File: src/rtl/hazard_forward_ctrl.sv
// Hazard detection and operand-forwarding control for an in-order pipeline.
// A tag pipeline follows each register-writing instruction from EX to WB.
// Each source operand of the ID-stage instruction is matched against the tags.
// On a match the block either selects a forward path or stalls until the result is ready.
module hazard_forward_ctrl #(
    parameter int NUM_SRC = 2,
    parameter int DEPTH   = 3,
    parameter int RA_W    = 5,
    localparam int SEL_W  = $clog2(DEPTH + 1)
) (
    input  logic                     clk,
    input  logic                     rst,
    input  logic                     issue_valid,
    input  logic                     issue_regwrite,
    input  logic [RA_W-1:0]          issue_rd,
    input  logic [SEL_W-1:0]         issue_rdy,
    input  logic [NUM_SRC*RA_W-1:0]  src_addr,
    input  logic [NUM_SRC-1:0]       src_use,
    input  logic                     flush,
    output logic                     stall,
    output logic [NUM_SRC*SEL_W-1:0] fwd_sel_ex,
    output logic [15:0]              stall_cnt
);

    // The WB entry T[DEPTH] is never matched and is retired on the next edge.
    // Only T[1..DEPTH-1] is therefore stored.
    localparam int TRK = DEPTH - 1;

    logic             tag_valid_q [1:TRK];
    logic [RA_W-1:0]  tag_rd_q    [1:TRK];
    logic [SEL_W-1:0] tag_rdy_q   [1:TRK];
    logic             tag_valid_d [1:TRK];
    logic [RA_W-1:0]  tag_rd_d    [1:TRK];
    logic [SEL_W-1:0] tag_rdy_d   [1:TRK];

    logic [NUM_SRC*SEL_W-1:0] fwd_q, fwd_d, fwd_cand;
    logic [15:0]              cnt_q, cnt_d;
    logic [NUM_SRC-1:0]       hazard;
    logic [SEL_W-1:0]         rdy_clamped;
    logic                     accept;

    // Clamp the producer's ready stage into the legal range [2, DEPTH]
    always_comb begin
        rdy_clamped = issue_rdy;
        if (int'(issue_rdy) < 2) begin
            rdy_clamped = SEL_W'(2);
        end else if (int'(issue_rdy) > DEPTH) begin
            rdy_clamped = SEL_W'(DEPTH);
        end
    end

    // Per-source match against tags. The scan runs oldest to youngest, so the youngest match is written last and wins.
    always_comb begin
        fwd_cand = '0;
        hazard   = '0;
        for (int unsigned i = 0; i < NUM_SRC; i++) begin
            for (int unsigned k = TRK; k >= 1; k--) begin
                if (src_use[i] && (src_addr[i*RA_W +: RA_W] != '0) &&
                    tag_valid_q[k] && (tag_rd_q[k] == src_addr[i*RA_W +: RA_W])) begin
                    fwd_cand[i*SEL_W +: SEL_W] = SEL_W'(k + 1);
                    hazard[i]                  = (SEL_W'(k + 1) < tag_rdy_q[k]);
                end
            end
        end
    end

    // Stall and issue acceptance. A flush suppresses any stall.
    always_comb begin
        stall  = issue_valid && !flush && (|hazard);
        accept = issue_valid && !stall && !flush;
    end

    // Next state for the tag pipeline, the EX forward selects and the stall counter
    always_comb begin
        tag_valid_d[1] = accept && issue_regwrite && (issue_rd != '0);
        tag_rd_d[1]    = issue_rd;
        tag_rdy_d[1]   = rdy_clamped;
        for (int unsigned k = 2; k <= TRK; k++) begin
            tag_valid_d[k] = tag_valid_q[k-1];
            tag_rd_d[k]    = tag_rd_q[k-1];
            tag_rdy_d[k]   = tag_rdy_q[k-1];
        end
        fwd_d = accept ? fwd_cand : '0;
        cnt_d = cnt_q;
        if (stall && (cnt_q != 16'hFFFF)) begin
            cnt_d = cnt_q + 16'd1;
        end
    end

    // State registers. The reset is asynchronous and discards all in-flight tags.
    always_ff @(posedge clk or posedge rst) begin
        if (rst) begin
            tag_valid_q <= '{default: '0};
            tag_rd_q    <= '{default: '0};
            tag_rdy_q   <= '{default: '0};
            fwd_q       <= '0;
            cnt_q       <= '0;
        end else begin
            tag_valid_q <= tag_valid_d;
            tag_rd_q    <= tag_rd_d;
            tag_rdy_q   <= tag_rdy_d;
            fwd_q       <= fwd_d;
            cnt_q       <= cnt_d;
        end
    end

    assign fwd_sel_ex = fwd_q;
    assign stall_cnt  = cnt_q;

endmodule

File: config.mk
export PLATFORM = sky130hd
export DESIGN_NAME = hazard_forward_ctrl
export DESIGN_NICKNAME = d
export VERILOG_FILES = /design/src/rtl/hazard_forward_ctrl.sv
export SDC_FILE = /design/constraint.sdc
export NUM_CORES = 1
export LEC_CHECK = 0
export CAP_MARGIN = 20
export CORE_UTILIZATION = 47
export CTS_CLUSTER_DIAMETER = 80
export DETAILED_ROUTE_END_ITERATION = 7
export PLACE_DENSITY_LB_ADDON = 0.1
export SYNTH_ARGS = -nofsm -noshare
export SYNTH_HDL_FRONTEND = slang
export SYNTH_SLANG_ARGS = --single-unit
File: constraint.sdc
create_clock -name clk -period 2.2 [get_ports clk]
set_input_delay 0.44 -clock clk [delete_from_list [all_inputs] [get_ports clk]]
set_output_delay 0.44 -clock clk [all_outputs]
set_load 0.05 [all_outputs]
======== Word level (Yosys, flattened, before mapping) ========
Index checks and enable logic that the tools add are counted.
word-level totals
  register bits ........................... 36
  bits in latches ......................... 0
  memory bits (writable) .................. 0
  bits in read-only memories .............. 0
  input port bits ......................... 24
  output and inout port bits .............. 21
  word-level logic and storage cells ...... 50
  memories kept ........................... 0
cells by class
  add/sub/neg operators ................... 1
  $mul .................................... 0
  div/mod/pow operators ................... 0
  magnitude comparators ................... 3
  equality and inequality tests ........... 5
  shift operators ......................... 0
  mux-type cells .......................... 10
  bitwise gates (word level) .............. 0
  reduce and logical (&&, ||, !) cells .... 23
operator list
  kind                     count
  $eq A5 B5 Y1             4
  $logic_and A1 B1 Y1      17
  $add A16 B1 Y16 const B  1
  $ne A16 B16 Y1 const B   1
  $reduce_bool A5 Y1       3
  $mux W2                  5
  $lt A2 B2 Y1 const A     2
  $mux W1                  4
  $mux W4                  1
  $logic_not A1 Y1         2
  $lt A2 B2 Y1 const B     1
  $reduce_or A2 Y1         1

======== Longest topological paths before layout ========
  word-level depth ........................ 13
  mapped depth ............................ 8
  mapped depth without buffers ............ 7

======== Least setup slack after synthesis ========
Ideal clock, no wire load.
  path type ............................... input-to-output
  start ................................... input port src_addr[6]
  end ..................................... output port stall
  arrival ................................. 1.953 ns
  required time ........................... 1.760 ns
  setup slack ............................. -0.193 ns
  cell stages on the path ................. 5
  buffers on the path ..................... 0
  path through ............................ xor2_1 nor4_2 nand4b_2 and2_2 nor2_1
on the way
  word-level cells in the longest chain between the ends .. 8
  elaborated cells on any way between the ends .. 12
  classes of those cells .................. 2 x eq/ne; 2 x mux; 8 x reduce/logical
ends and longest elaborated chain
  element                            RTL line  text
  start, declared                    17        input logic [NUM_SRC*RA_W-1:0] src_addr,
  $reduce_bool A5 Y1                 58        if (src_use[i] && (src_addr[i*RA_W +: RA_W] != '0) &&
  $logic_and A1 B1 Y1 (2 in series)  58
  $logic_and A1 B1 Y1                59        tag_valid_q[k] && (tag_rd_q[k] == src_addr[i*RA_W +: RA_W])) begin
  $mux W1                            58
  $mux W1 *                          58
  $reduce_or A2 Y1 *                 69        stall = issue_valid && !flush && (|hazard);
  $logic_and A1 B1 Y1 *              69
  end, declared                      20        output logic stall,
Every way passes the cells marked *; elsewhere a longest branch is shown, timed or not.

======== Worst setup path after layout ========
  start ................................... input port src_addr[8]
  end ..................................... output port stall
The elaborated chain is that of the path after synthesis.

==> impl_metrics.csv <==
group,metric,value,unit
critical_path,startpoint_type,"input pin",
final_layout,fill_cells,228,
timing,setup_viol,1,
grt,grt_pass1_wl,6106,um
final_layout,finalNetCount,230,
power_and_ir_drop,power.share.switching,23.34,%
placed_design,hpwlAfterDp,2699,um
yosys,netlist_instances,135,
critical_path,critPathArrivalTime,1.89,ns
cts,clkTransAtPathRegs,0.08,ns
critical_path,reg2reg_depth,8,
timing,slew_viol_final,0,
floorplanning,core_region_area,3103,um^2
timing,maxSlewHeadroom,66.56,%
drt,drtPass1Iterations,2,
power_and_ir_drop,comb_power_share,11.3,%
grt,grt_pass1_vias,1346,
timing,final_hold_viol_count,0,
yosys,synth.distinct_cells,31,
cts,clk_path_buf_depth,2,
yosys,yosysMostFrequentCell,"dfrtp_1",
timing,rsz0062_at_grt,"true",
run_status,status,"finished, violations left",
cts,clock_latency,0.33,ns
grt,antenna_found_initial,0,
grt,grt_start_max_net_pins,35,
grt,grtUsageTotal,24.01,%
grt,met2_usage,41.75,%
job,maxCapViolCount,0,
grt,grtUsageMet3,6.277,%
worst_hold_path,worstHoldStart,"tag_rd_d[4]",
grt,grt_most_used_layer,"met2",
cts,holdBufCountCts,0,
timing,worstMarginPinSlew,0.5001,ns
grt,grtUsageMet1,28.85,%
timing,max_freq,0.4300,GHz
critical_path,path_max_fanout,3,
yosys,yosysWarnings,0,
worst_hold_path,hold_class,"reg -> reg",
power_and_ir_drop,p_total,1.112,mW
worst_hold_path,holdPathEnd,"tag_rd_q[4]",
critical_path,r2r_end,"stall_cnt[1]",
critical_path,crit_path_max_incr_delay,0.51,ns
critical_path,endpoint_kind,"primary output",
critical_path,crit_cells,7,
yosys,synth_area,1567,um^2
yosys,synth_area_leaders,"dfrtp_1 54%, xnor2_1 12%, xor2_1 7.8%",
floorplanning,die_h,59.73,um
cts,cts_tree,"done",
run_status,violations,"negative setup slack",
power_and_ir_drop,clock_power_share,30.1,%
drt,drc,0,
floorplanning,start_util,50.48,%
power_and_ir_drop,switching_power,259.4,uW
cts,cts_sinks,34,
final_layout,drive_gt1_share,21.57,%
final_layout,multiInputGateArea,764.5,um^2
timing,finalCritPeriodShare,105.7,%
yosys,synth_top_area_share,54.31,%
cts,htree_num_levels,2,
final_layout,diodes,0,
yosys,synth-seq-cells,34,
floorplanning,boundaryPins,45,
drt,ant_nets,0,
yosys,synth_common_cells,"34 x dfrtp_1, 21 x xnor2_1, 14 x xor2_1",
timing,min_period,2.325,ns
yosys,ys_seq_area_share,54.31,%
worst_hold_path,whs_path_depth,0,
timing,finalSetupTns,-0.1253,ns
timing,setup_ws,-0.1253,ns
timing,final.setup_skew,0.01287,ns
yosys,ys_async_sr_fraction,100.0,%
power_and_ir_drop,vdd_ir_drop_max,0.3850,mV
critical_path,worstReg2RegStart,"tag_rd_d[2]",
drt,wl_per_cell,15.08,um
critical_path,path_cells,"clkdlybuf4s15_1 > or4_4 > o21ai_2 > nand4b_4 > and2_4 > nor2_4 > buf_12",
floorplanning,die_area,3568,um^2
drt,drtIter0Drc,45,
floorplanning,rows,20,
power_and_ir_drop,intPower,852.3,uW
yosys,avgSynthCellArea,11.60,um^2
critical_path,worstSetupPathType,"in -> out",
placed_design,pre_cts_ws,-0.4998,ns
grt,grt.overflow.total,0,
drt,vias,1271,
placed_design,finalWeightedCongestion,0.9401,
critical_path,crit_slowest_cell,"or4_4",
cts,clock-root-buffer,"clkbuf_4",
critical_path,cp_num_buf_inv,2,
power_and_ir_drop,powerDensity,470.9,nW/um^2
critical_path,ff2ff_setup_slack,0.03,ns
yosys,synth_edf_count,0,
cts,cts_buffers,5,
floorplanning,fp.dieW,59.73,um
placed_design,port_buffers,44,
yosys,synth_ff_type,"dfrtp_1",
final_layout,area_delta_synth_final,50.72,%
critical_path,crit_family,"simple AND/OR/NAND/NOR gates",
yosys,synth_top_area_cell,"dfrtp_1",
power_and_ir_drop,p_seq_share,58.6,%
drt,wl,3740,um
yosys,synth_nets,160,
drt,post_drt_via_cell_ratio,5.125,
critical_path,crit_required,1.76,ns
power_and_ir_drop,p_leak,1.028,nW
final_layout,final-seq-area,850.8,um^2
-- flip-flops by register name (all words and copies together), names as in the netlist --
| register | count |
|---|---|
| tag_rd_d | 5 |
| tag_valid_d | 1 |
| stall_cnt | 16 |
| tag_valid_q | 1 |
| tag_rdy_d | 2 |
| fwd_sel_ex | 4 |
| tag_rd_q | 5 |
-- cell usage in the layout, fill, tap and decap left out, drive strengths merged, types with 2 or more instances in the layout --
cell,n
and2,5
nand4,8
nor3,3
inv,2
nand3,11
and3,4
clkdlybuf4s50,36
o21ai,2
dfrtp,34
dlygate4sd2,4
nand2,8
xnor2,21
nor2,6
clkbuf,6
clkdlybuf4s15,2
nor4,3
buf,22
xor2,14
-- per-stage QoR --
stage | utilization, % | hold WS [ns] | cells | cell area, um^2
5_1_grt | 76.09 | 0.4827 | 248 | 2361
3_5_place_dp | 69.80 | 0.4323 | 234 | 2166
4_1_cts | 74.44 | 0.4682 | 246 | 2310
2_1_floorplan | - | 0.3931 | 135 | 1569
6_report | 76.09 | 0.4728 | 248 | 2361
3_3_place_gp | 69.80 | 0.4336 | 234 | 2166
-- worst max path at each step --
stage | startpoint | endpoint | slack (ns)
floorplan | src_addr[6] | stall | 0.03
global placement | src_addr[6] | stall | -0.42
detailed placement | src_addr[6] | stall | -0.50
CTS | tag_rd_d[2] | stall | -0.10
global route | tag_rd_d[2] | stall | -0.19
finish | src_addr[8] | stall | -0.13
-- routing by layer --
metal / up-vias / wire length [um]
met5: - / 0
met4: 0 / 39
met3: 7 / 136
met2: 35 / 1906
met1: 625 / 1658
li1: 604 / -
-- worst register-to-register path, stage by stage (launching register included) --
cell      delay [ns]
dfrtp_1         0.45
xor2_1          0.17
nor4_2          0.26
nand4_1         0.18
buf_4           0.20
a211oi_4        0.22
buf_6           0.16
buf_12          0.13
mux2_4          0.30
-- power groups by stage --
| stage | Sequential [mW] | Clock [mW] | Combinational, mW |
|---|---|---|---|
| finish | 0.651 | 0.335 | 0.126 |
| global route | 0.653 | 0.376 | 0.137 |
| CTS | 0.651 | 0.345 | 0.123 |
| detailed placement | 0.663 | 0 | 0.121 |
| global placement | 0.662 | 0 | 0.118 |
| floorplan | 0.660 | 0 | 0.0469 |
-- kinds of logic after synthesis --
group           after synthesis  share of synthesized area, %
compound gates                6                         3.514
xor+xnor                     35                         19.57
fa+ha+maj                     1                        0.7986
buf+inv                       3                         1.198
flops                        34                         54.31
mux                           1                        0.7188
other cells                   1                        0.2394
simple gates                 54                         19.65
-- layout make-up --
| class | instances | share of cell area [%] |
|---|---|---|
| Clock buffer | 6 | 2.173 |
| Inverter | 2 | 0.3180 |
| Multi-Input combinational cell | 98 | 32.38 |
| Sequential cell | 34 | 36.04 |
| Tap cell | 44 | 2.332 |
| Timing Repair Buffer | 64 | 26.76 |
-- repair_timing --
| action | 4_1_cts | 5_1_grt |
|---|---|---|
| buffers inserted | 6 | 4 |
| setup endpoints to repair | 15 | 17 |
| endpoints found under the hold margin | 0 | 0 |
| pin swaps | 9 | 6 |
| gates cloned | 1 | 0 |
| resized for setup | 22 | 6 |
(Power assumes the default switching activity.)
